==> src/rtl/spi_tx_byte_feeder.sv <==
// spi_tx_byte_feeder
// Feeds bytes from a small FIFO to the parallel input of an SPI-slave MISO
// shifter. SCLK/CS are synchronised into clk to count shifted bits, so a byte
// can be retired once all 8 of its bits have gone out. The next byte is then
// loaded from the FIFO.
module spi_tx_byte_feeder #(
  parameter int          DEPTH     = 4,
  parameter logic [7:0]  IDLE_BYTE = 8'hFF
) (
  input  logic                       clk,
  input  logic                       rst,
  input  logic [7:0]                 wr_data,
  input  logic                       wr_valid,
  output logic                       wr_ready,
  input  logic                       SCLK,
  input  logic                       CS,
  output logic [7:0]                 miso,
  output logic [$clog2(DEPTH+1)-1:0] level,
  output logic                       byte_done,
  output logic                       underrun,
  output logic                       cs_abort
);

  localparam int PW = $clog2(DEPTH);
  localparam int LW = $clog2(DEPTH+1);

  // Pin order for the synchroniser bank: bit 0 = SCLK, bit 1 = CS.
  logic [1:0] pin_w;
  logic [1:0] sync_w;
  logic [1:0] prev_w;

  assign pin_w = {CS, SCLK};

  genvar gi;
  generate
    for (gi = 0; gi < 2; gi++) begin : g_sync
      logic meta_reg;
      logic sync_reg;
      logic prev_reg;

      // Two-flop synchroniser plus one delayed copy for edge detection.
      always_ff @(posedge clk or posedge rst) begin
        if (rst) begin
          meta_reg <= 1'b0;
          sync_reg <= 1'b0;
          prev_reg <= 1'b0;
        end else begin
          meta_reg <= pin_w[gi];
          sync_reg <= meta_reg;
          prev_reg <= sync_reg;
        end
      end

      assign sync_w[gi] = sync_reg;
      assign prev_w[gi] = prev_reg;
    end
  endgenerate

  logic cs_s;
  logic sclk_rise;
  logic cs_fall;

  assign cs_s      = sync_w[1];
  assign sclk_rise = sync_w[0] & ~prev_w[0];
  assign cs_fall   = ~sync_w[1] & prev_w[1];

  // FIFO storage and state.
  logic [7:0]    mem [DEPTH];
  logic [PW-1:0] wr_ptr_reg;
  logic [PW-1:0] rd_ptr_reg;
  logic          hold_valid_reg;
  logic [2:0]    bit_cnt_reg;

  logic do_write;
  logic do_load;
  logic byte_end;

  assign wr_ready = (level != LW'(DEPTH));
  assign do_write = wr_valid & wr_ready;
  // Loads only happen on a byte boundary (or with the frame closed), so miso
  // never changes while the shifter is part-way through a byte.
  assign do_load  = ~hold_valid_reg & (level != '0) & (~cs_s | (bit_cnt_reg == 3'd0));
  assign byte_end = sclk_rise & cs_s & (bit_cnt_reg == 3'd7);

  // Storage array has no reset so it can map onto distributed/block RAM.
  always_ff @(posedge clk) begin
    if (do_write) begin
      mem[wr_ptr_reg] <= wr_data;
    end
  end

  // Bit counting, byte retire/load, FIFO pointers and the event pulses.
  always_ff @(posedge clk or posedge rst) begin
    if (rst) begin
      wr_ptr_reg     <= '0;
      rd_ptr_reg     <= '0;
      level          <= '0;
      hold_valid_reg <= 1'b0;
      miso           <= IDLE_BYTE;
      bit_cnt_reg    <= 3'd0;
      byte_done      <= 1'b0;
      underrun       <= 1'b0;
      cs_abort       <= 1'b0;
    end else begin
      byte_done <= 1'b0;
      underrun  <= 1'b0;
      cs_abort  <= 1'b0;

      // A closed frame resets bit position; a partial byte is flagged but the
      // held byte stays so it is resent from bit 0 in the next frame.
      if (!cs_s) begin
        bit_cnt_reg <= 3'd0;
        if (cs_fall && (bit_cnt_reg != 3'd0)) begin
          cs_abort <= 1'b1;
        end
      end else if (sclk_rise) begin
        bit_cnt_reg <= bit_cnt_reg + 3'd1;
      end

      // Retire requires a held byte and load requires none, so they are
      // mutually exclusive within a cycle.
      if (byte_end) begin
        if (hold_valid_reg) begin
          byte_done      <= 1'b1;
          hold_valid_reg <= 1'b0;
          miso           <= IDLE_BYTE;
        end else begin
          underrun <= 1'b1;
        end
      end

      if (do_load) begin
        hold_valid_reg <= 1'b1;
        miso           <= mem[rd_ptr_reg];
        rd_ptr_reg     <= rd_ptr_reg + 1'b1;
      end

      if (do_write) begin
        wr_ptr_reg <= wr_ptr_reg + 1'b1;
      end

      case ({do_write, do_load})
        2'b10:   level <= level + 1'b1;
        2'b01:   level <= level - 1'b1;
        default: level <= level;
      endcase
    end
  end

endmodule

==> config.mk <==
export PLATFORM = sky130hd
export DESIGN_NAME = spi_tx_byte_feeder
export DESIGN_NICKNAME = d
export VERILOG_FILES = /design/src/rtl/spi_tx_byte_feeder.sv
export SDC_FILE = /design/constraint.sdc
export NUM_CORES = 1
export LEC_CHECK = 0
export ABC_AREA = 1
export CAP_MARGIN = 30
export CORE_ASPECT_RATIO = 0.8
export CORE_MARGIN = 10
export CORE_UTILIZATION = 40
export DETAILED_ROUTE_END_ITERATION = 10
export GPL_ROUTABILITY_DRIVEN = 0
export SLEW_MARGIN = 20
export SYNTH_ARGS = -nofsm -noshare
export SYNTH_HDL_FRONTEND = slang
export SYNTH_SLANG_ARGS = --single-unit
==> constraint.sdc <==
create_clock -name clk -period 2.9 [get_ports clk]
set_input_delay 0.58 -clock clk [delete_from_list [all_inputs] [get_ports clk]]
set_output_delay 0.58 -clock clk [all_outputs]
set_load 0.02 [all_outputs]
==> metrics <==
max reg flops=32; DRC viols=0; Post-Synth XOR/XNOR Area=0.0169; Compound-Gate Fraction of Synth Area=0.0193; Synth Net Count=248; sequential element share of the synthesized area=0.643; initial antenna violation count=0; Slew Viols, Final=0; 1st-pass router iterations=4; Worst-Skew Late Latency=0.33 ns; chip width=110 um; Layout fillers=583; flip-flop and latch area=1670 um^2; post-route ant nets=0; Leak=0.00129 uW; Critical Path AT=2.42 ns; worst slack at placement=0.623 ns; worst hold slack=0.355 ns; Final nets=285; slowest stage delay, CP=0.39 ns; nature of the critical path endpoint=flop; Met1 Routed Length=2150 um; Distinct cells, synth=27; Placeable Area=6340 um^2; Setup Viol. Count Final=0; largest cells by area after synthesis=edfxtp_1, dfrtp_1, nand2_1, dfstp_2, nand3_1; CTS buffer count=9; setup TNS=0 ns; PD cells=714 nW/um^2; Critical Path, Cell by Cell=inv_1, ha_1, nand2_1, nand2_2, inv_1, nor2_8, ha_1, inv_1, fa_1, a21oi_1, o21ai_0, xor2_1; crit-path leading delay family=adder cells; total grt overflow=0; peak supply drop=0.389 mV; Worst Setup Start Kind=flop; post_cts resized=0; highest routed layer=met4; PortBufs=27; share of the synthesized area in the top cell type=0.370; CP Max Fanout=9; # diodes=0; Top Registers=mem x32, miso x8; RSZ-0062 raised after global routing=false; Yosys Warn Count=0; num ports=28; first-pass GRT wire length=7960 um; H-tree Lvls=3; vias in the first global route=1592; Buf/Inv on CP=3; largest net degree at the start of global routing=29; outcome=finished, final reports clean; initial DRC count=31; Total Wirelength=4740 um; area grow syn2layout=20.8%; Post-CTS Setup Inserts=0; fin util=0.495; cells after synthesis=226; hold-fix buffers at CTS=0; Vias per Instance=4.61; CP required=3.12 ns; simple-gate share of the synthesized area=0.214; wire per inst=13.5 um; Largest Register=mem; Starting Density=0.410; post-route minimum period=2.20 ns; Crit path top cell by count=inv_1; wire length on met3=377 um; Worst Skew=0.00481 ns; critical path class=flop to flop; Clock transition at path regs=0.07 ns; Max-Cap Viols=0; CTS sink cnt=60; num rows=26; CTS root buffer=clkbuf_8; #FFs+latches synth=60; Die ar.=10100 um^2; vias after detailed routing=1624; Worst Hold Class=flop to flop; DR WL met2=2160 um; Multi-input gate area=771 um^2; fraction of layout cells with a size suffix above 1=0.168; gr usage total=0.103; die height=92.1 um; hold violation count in the final report=0; fin worst setup slack=0.701 ns; largest family of logic cells by synthesized area=simple AND/OR/NAND/NOR gates; period utilisation layout=0.758; clock buffer depth=2; relative slew slack=0.520; Max Fclk=0.455 GHz; CTS tree=yes; worst slew pin tran=0.720 ns; mux cell area share after synthesis=0; Syn Std Cell Area=2600 um^2; placed insts=336; largest area contributor in the netlist=edfxtp_1; adder-cell share of the synthesized area=0.0462; CP max-delay cell=dfrtp_1; detailed placement HPWL=3240 um; Layout Cells excl Fill=352; post-synthesis area per instance=11.5 um^2
[cells by family (layout without fill, tap and decap cells)]
group / Yosys count / after routing
buffers and inverters: 27 / 69
adders and majority gates: 9 / 9
AOI/OAI and AO/OA: 10 / 10
DFF: 60 / 60
and+or+nand+nor: 115 / 115
xor gates and xnor gates: 5 / 5
[cells in the mapped netlist]
cell / number
edfxtp_1: 32
a21oi_1: 2
buf_12: 1
xor2_1: 3
nand2_4: 1
buf_4: 1
o21ai_0: 7
nor2_2: 1
nand3_2: 1
nor3_1: 1
nand2_2: 8
nand4_4: 1
ha_1: 8
nand3_1: 26
fa_1: 1
nand3_4: 1
dfrtp_1: 20
nor2_8: 1
inv_6: 1
buf_6: 4
inv_1: 20
nor2_4: 1
nand2_1: 67
nor2_1: 6
xnor2_1: 2
o21ai_1: 1
dfstp_2: 8
[worst register-to-register path, cell delays in order (launching register included)]
cell	delay, ns
dfrtp_1	0.39
inv_1	0.10
ha_1	0.14
nand2_1	0.08
nand2_2	0.09
inv_1	0.10
nor2_8	0.18
ha_1	0.17
inv_1	0.06
fa_1	0.37
a21oi_1	0.15
o21ai_0	0.11
xor2_1	0.15
[layer usage]
metal,vias to the layer above,track usage
li1,816,-
met4,0,0.0427
met2,43,0.146
met3,6,0.0538
met1,759,0.128
met5,-,0
[final cells by class]
| cell class | instances | area share |
|---|---|---|
| multi-input cells | 139 | 0.245 |
| well taps | 84 | 0.0335 |
| clock inverters | 7 | 0.0247 |
| repair buffers | 32 | 0.0980 |
| flip-flops and latches | 60 | 0.532 |
| inverters | 21 | 0.0267 |
| clock buffers | 9 | 0.0394 |
[cells in the final DEF, fill, tap and decap left out]
cell type | Yosys | layout
clkbuf_8 | 0 | 9
nand3_1 | 26 | 26
nor2_2 | 1 | 1
inv_1 | 20 | 20
bufinv_16 | 0 | 1
inv_6 | 1 | 1
nand3_4 | 1 | 1
fa_1 | 1 | 1
clkinv_4 | 0 | 2
buf_4 | 1 | 5
a21oi_1 | 2 | 2
nand2_4 | 1 | 1
xor2_1 | 3 | 3
nor2_8 | 1 | 1
clkinvlp_4 | 0 | 4
nor3_1 | 1 | 1
nand3_2 | 1 | 1
nand2_2 | 8 | 8
nor2_4 | 1 | 1
edfxtp_1 | 32 | 32
dfrtp_1 | 20 | 20
clkdlybuf4s50_1 | 0 | 27
o21ai_1 | 1 | 1
xnor2_1 | 2 | 2
dfstp_2 | 8 | 8
nor2_1 | 6 | 6
o21ai_0 | 7 | 7
nand2_1 | 67 | 67
nand4_4 | 1 | 1
ha_1 | 8 | 8
[final timing paths]
path | startpoint | end | slack (ns) | depth (start not counted)
worst max register to register | bit_cnt_reg[0] | level[2] | 0.70 | 12
min in group asynchronous | rst | g_sync[1].meta_reg | 0.61 | 3
max in group asynchronous | rst | miso[4] | 1.99 | 3
worst max-delay path | bit_cnt_reg[0] | level[2] | 0.70 | 12
worst min-delay path | g_sync[0].meta_reg | g_sync[0].sync_reg | 0.35 | 0
worst min register to register | g_sync[0].meta_reg | g_sync[0].sync_reg | 0.35 | 0
[metrics by stage]
stage | total power [uW] | instance area (um^2)
after detailed placement | 1530 | 2940
after global placement | 1520 | 2940
after floorplan | 1360 | 2600
after global routing | 2380 | 3140
after CTS | 2280 | 3140
final | 2240 | 3140
[power breakdown]
part           internal [uW]  leakage [uW]  switching, uW
clock network            398     0.0000877            342
logic                    163      0.000582            240
registers               1040      0.000620           57.2
(Power assumes the default switching activity.)
==> RTL change 1 (same settings) <==
Set the parameter `DEPTH` to 8 (it was 4).
--- a/src/rtl/spi_tx_byte_feeder.sv
+++ b/src/rtl/spi_tx_byte_feeder.sv
@@ -4,7 +4,7 @@
 // can be retired once all 8 of its bits have gone out. The next byte is then
 // loaded from the FIFO.
 module spi_tx_byte_feeder #(
-  parameter int          DEPTH     = 4,
+  parameter int          DEPTH     = 8,
   parameter logic [7:0]  IDLE_BYTE = 8'hFF
 ) (
   input  logic                       clk,
Ports: changed (resized level); port bits go from 28 to 29. The function was not compared with the original's and may differ.
==> RTL change 1 against the unedited design <==
- sequential cell count grew 35
- area after synthesis grew 56%
- clock power grew 70%
- wire length grew 67%
- power grew 110%
- design area grew 51%
- die area grew 44%
- worst setup slack lost 0.021 ns
- highest routed layer unchanged
==> RTL change 1: results (changes against the unedited design) <==
| Metric | Value |
|---|---|
| HPWL after DPL | 5570 um (+72%) |
| Fraction of the mapped netlist area in adder cells | 2.47% (-2.1 points) |
| Overall routed net length | 7910 um (+67%) |
| Worst IR Drop VDD | 0.000428 V (+9.9%) |
| Run status | complete, no violations |
| Gate Count Post-Synth | 361 (+60%) |
| Overall track demand over capacity in global routing | 11.5% (+1.2 points) |
| Top post-synthesis cells by area | sky130_fd_sc_hd__edfxtp_1 (48%), sky130_fd_sc_hd__dfrtp_1 (14%), sky130_fd_sc_hd__nand2_1 (10%) |
| Complex-gate fraction of the synthesized area | 1.24% (-0.69 points) |
| # nets final | 414 (+45%) |
| Total cell area at the placement stage | 0.00442 mm^2 (+50%) |
| Flop2flop setup slack | 0.73 ns (+0.03 ns) |
| Xor and xnor area share after synthesis | 1.30% (-0.39 points) |
| Starting DRT DRC Count | 231 (+650%) |
| Most common library cells after synthesis | sky130_fd_sc_hd__nand2_1 (109), sky130_fd_sc_hd__edfxtp_1 (64), sky130_fd_sc_hd__nand3_1 (54), sky130_fd_sc_hd__inv_1 (33), sky130_fd_sc_hd__dfrtp_1 (23) |
| Avg WL per Cell | 14.8 um (+10%) |
| Power per cell area | 983 mW/mm^2 (+38%) |
| Share of layout cells above drive strength 1 | 11.8% (-5.0 points) |
| Count of cells along the worst register-to-register path | 14 (+2) |
| Relative slew slack | 55.8% (+3.9 points) |
| Met1 track utilization from global routing | 14.3% (+1.5 points) |
| Buffers added on ports | 28 (+3.7%) |
| Largest stage delay on the critical path | 0.56 ns (+0.17 ns) |
| Cell variety after synth | 27 (unchanged) |
| Post-synthesis async set-or-reset flop share | 32.6% (-14 points) |
| Registers with the most flip-flops | mem (64), miso (8), level (4) |
| Maximum number of pins on one net before global-route repair | 34 (+17%) |
| Switching share of total power | 34.2% (+5.7 points) |
| Buffer cell driving the clock tree root | sky130_fd_sc_hd__clkbuf_16 |
| Post-synthesis net count | 382 (+54%) |
| Final hold slack | 0.349 ns (-0.00506 ns) |
| Critical path's slowest cell | sky130_fd_sc_hd__clkdlybuf4s50_1 |
| Global-route wire length before repair | 12,700 um (+59%) |
| Sequential share of the synthesized area | 66.9% (+2.6 points) |
| Total clock network power | 1.26 mW (+70%) |
| Clk_skew | 0.00666 ns (+0.00186 ns) |
| Placed cell count | 518 (+54%) |
| Fraction of met3 tracks used by global routing | 3.51% (-1.9 points) |
| Via count of the first global-routing pass | 2,436 (+53%) |
| Number of flops mapped to enable cells by yosys | 64 (+100%) |
| Min-Delay Startpoint | g_sync[0].meta_reg$_DFF_PP0_ |
| Worst-path fanout max | 6 (-3) |
| Pre-antenna DRT Iters | 6 (+2) |
| Filler cells | 908 (+56%) |
| Data arrival time of the worst path | 1.64 ns (-0.78 ns) |
| Leakage | 1.95 nW (+51%) |
| Total number of vias | 2,517 (+55%) |
RTL change 1: changes by cell type after synthesis, moves of 6 or more:
cell                       delta
sky130_fd_sc_hd__nand2_1     +42
sky130_fd_sc_hd__edfxtp_1    +32
sky130_fd_sc_hd__nand3_1     +28
sky130_fd_sc_hd__inv_1       +13
sky130_fd_sc_hd__nand3_2      +8
sky130_fd_sc_hd__nor2_1       +7
sky130_fd_sc_hd__nand2_2      -6
RTL change 1: layer usage:
layer,vias to the layer above,wire length [um]
li1,1255,-
met1,1197,3600
met2,61,3770
met3,4,454
met4,0,90
met5,-,0
RTL change 1: final cells by class:
class	count	area [um^2]	share of cell area, %
multi-input combinational	215	1070	22.6
clock buffer	11	243	5.12
sequential	95	2710	57.1
inverter	39	154	3.24
clock inverter	5	81.3	1.71
tap	136	170	3.59
timing repair buffer	33	318	6.70
RTL change 1: how the worst max path moves through the flow:
stage	startpoint	endpoint	slack, ns	cells after the start
3_3_place_gp	wr_valid	mem[6][2]$_DFFE_PP_	0.64	4
5_1_grt	bit_cnt_reg[0]$_DFFE_PP0P_	level[2]$_DFFE_PP0P_	0.52	14
3_5_place_dp	wr_valid	mem[6][2]$_DFFE_PP_	0.59	4
2_1_floorplan	bit_cnt_reg[0]$_DFFE_PP0P_	level[2]$_DFFE_PP0P_	0.90	15
4_1_cts	level[1]$_DFFE_PP0P_	wr_ready	0.65	3
6_report	level[1]$_DFFE_PP0P_	wr_ready	0.68	3
RTL change 1: critical path, delay by kind of cell (launching register included):
kind / cells / cell delay (ns)
flops: 1 / 0.44
simple gates: 2 / 0.29
buf+inv: 1 / 0.56
==> RTL change 2 (same flow settings) <==
Without the edit above. Make the reset (`rst`) synchronous in 2 clocked blocks.
--- a/src/rtl/spi_tx_byte_feeder.sv
+++ b/src/rtl/spi_tx_byte_feeder.sv
@@ -39,7 +39,7 @@
       logic prev_reg;
 
       // Two-flop synchroniser plus one delayed copy for edge detection.
-      always_ff @(posedge clk or posedge rst) begin
+      always_ff @(posedge clk) begin
         if (rst) begin
           meta_reg <= 1'b0;
           sync_reg <= 1'b0;
@@ -90,7 +90,7 @@
   end
 
   // Bit counting, byte retire/load, FIFO pointers and the event pulses.
-  always_ff @(posedge clk or posedge rst) begin
+  always_ff @(posedge clk) begin
     if (rst) begin
       wr_ptr_reg     <= '0;
       rd_ptr_reg     <= '0;
Check against the original RTL: differs if rst is asserted again (counterexample within 4 cycles, from zero or initial values and one cycle with rst high); with rst held inactive, the same outputs for 10 cycles.
==> RTL change 2 against the unedited design <==
- count of clock-buffer cells in the layout is 2 higher
- worst hold slack gained 0.050 ns
- first-iteration DRC count grew 120%
- worst setup slack better by 0.038 ns
- sequential share of layout area is 2.2 points lower
- clock skew increased by 0.0016 ns
- sequential cell count grew 2
- wire length down 2.7%
- design area decreased by 2.5%
- area after synthesis down 2.8%
- global-route usage decreased by 0.051 points
- highest routed layer unchanged
Power is not compared: it rests on default switching activity, and its combinational part moved more than twofold at a synthesized area within 25%.
==> RTL change 2: results (changes against the unedited design) <==
| Metric | Value |
|---|---|
| Worst reg2reg endpoint | level[2]$_SDFFE_PP0P_ |
| Fraction of area in multi-input gates | 24.9% (+0.40 points) |
| Met1 track utilization from global routing | 12.4% (-0.45 points) |
| Min-Delay Startpoint | g_sync[0].meta_reg$_SDFF_PP0_ |
| Cell variety after synth | 20 (-26%) |
| Starting DRT DRC Count | 67 (+120%) |
| Share of layout cells above drive strength 1 | 8.85% (-7.9 points) |
| Post-synthesis net count | 286 (+15%) |
| Run status | complete, no violations |
| Fraction of the mapped netlist area in adder cells | 4.75% (+0.13 points) |
| Most common library cells after synthesis | sky130_fd_sc_hd__nand2_1 (78), sky130_fd_sc_hd__inv_1 (37), sky130_fd_sc_hd__edfxtp_1 (32), sky130_fd_sc_hd__dfxtp_1 (30), sky130_fd_sc_hd__nand3_1 (26) |
| Critical path's slowest cell | sky130_fd_sc_hd__fa_1 |
| Global-route wire length before repair | 7840 um (-1.6%) |
| Register share of the cell area | 51.0% (-2.2 points) |
| Number of non-filler instances in the completed layout | 386 (+9.7%) |
| Layout clock buffer count | 11 (+2) |
| Sequential share of the synthesized area | 61.8% (-2.5 points) |
| Count of non-CTS inverters in the layout | 38 (+81%) |
| Horizontal extent of the die | 109 um (-1.1%) |
| Met1 Wirelength | 2190 um (+1.8%) |
| Multi-input combinational cell count | 157 (+13%) |
| Top post-synthesis cells by area | sky130_fd_sc_hd__edfxtp_1 (38%), sky130_fd_sc_hd__dfxtp_1 (24%), sky130_fd_sc_hd__nand2_1 (12%) |
| Total number of vias | 1,723 (+6.1%) |
| Overall track demand over capacity in global routing | 10.2% (-0.051 points) |
| Complex-gate fraction of the synthesized area | 3.37% (+1.4 points) |
| Post-synthesis async set-or-reset flop share | 0% (-47 points) |
| # nets final | 322 (+13%) |
| Synthesized area per cell | 9.57 um^2 (-17%) |
| Xor and xnor area share after synthesis | 0% (-1.7 points) |
| Layout buffering overhead excluding clock cells | 10.1% (+0.26 points) |
| Seq cells post-synth | 62 (+3.3%) |
| Clk_skew | 0.00644 ns (+0.00164 ns) |
| Data arrival time of the worst path | 2.38 ns (-0.04 ns) |
| Overall routed net length | 4620 um (-2.7%) |
| Hold Path Sink | g_sync[0].sync_reg$_SDFF_PP0_ |
[RTL change 2: stage by stage]
step                      cell area (um^2)  setup WS [ns]  utilization (%)
final                                 3060          0.739             51.0
after global routing                  3060          0.522             51.0
after CTS                             3060          0.740             51.0
after detailed placement              2880          0.634             47.9
after global placement                2880          0.686             47.9
after floorplan                       2530          0.951                -
[RTL change 2: worst max path at each step]
| stage | end | slack (ns) |
|---|---|---|
| 5_1_grt | level[2]$_SDFFE_PP0P_ | 0.52 |
| 3_5_place_dp | level[2]$_SDFFE_PP0P_ | 0.63 |
| 4_1_cts | level[2]$_SDFFE_PP0P_ | 0.74 |
| 2_1_floorplan | level[2]$_SDFFE_PP0P_ | 0.95 |
| 6_report | level[2]$_SDFFE_PP0P_ | 0.74 |
| 3_3_place_gp | level[2]$_SDFFE_PP0P_ | 0.69 |
[RTL change 2: power by group]
group	switching [mW]	total (mW)	internal [mW]
logic	0.560	0.924	0.364
clock network	0.313	0.704	0.391
registers	0.117	1.19	1.08
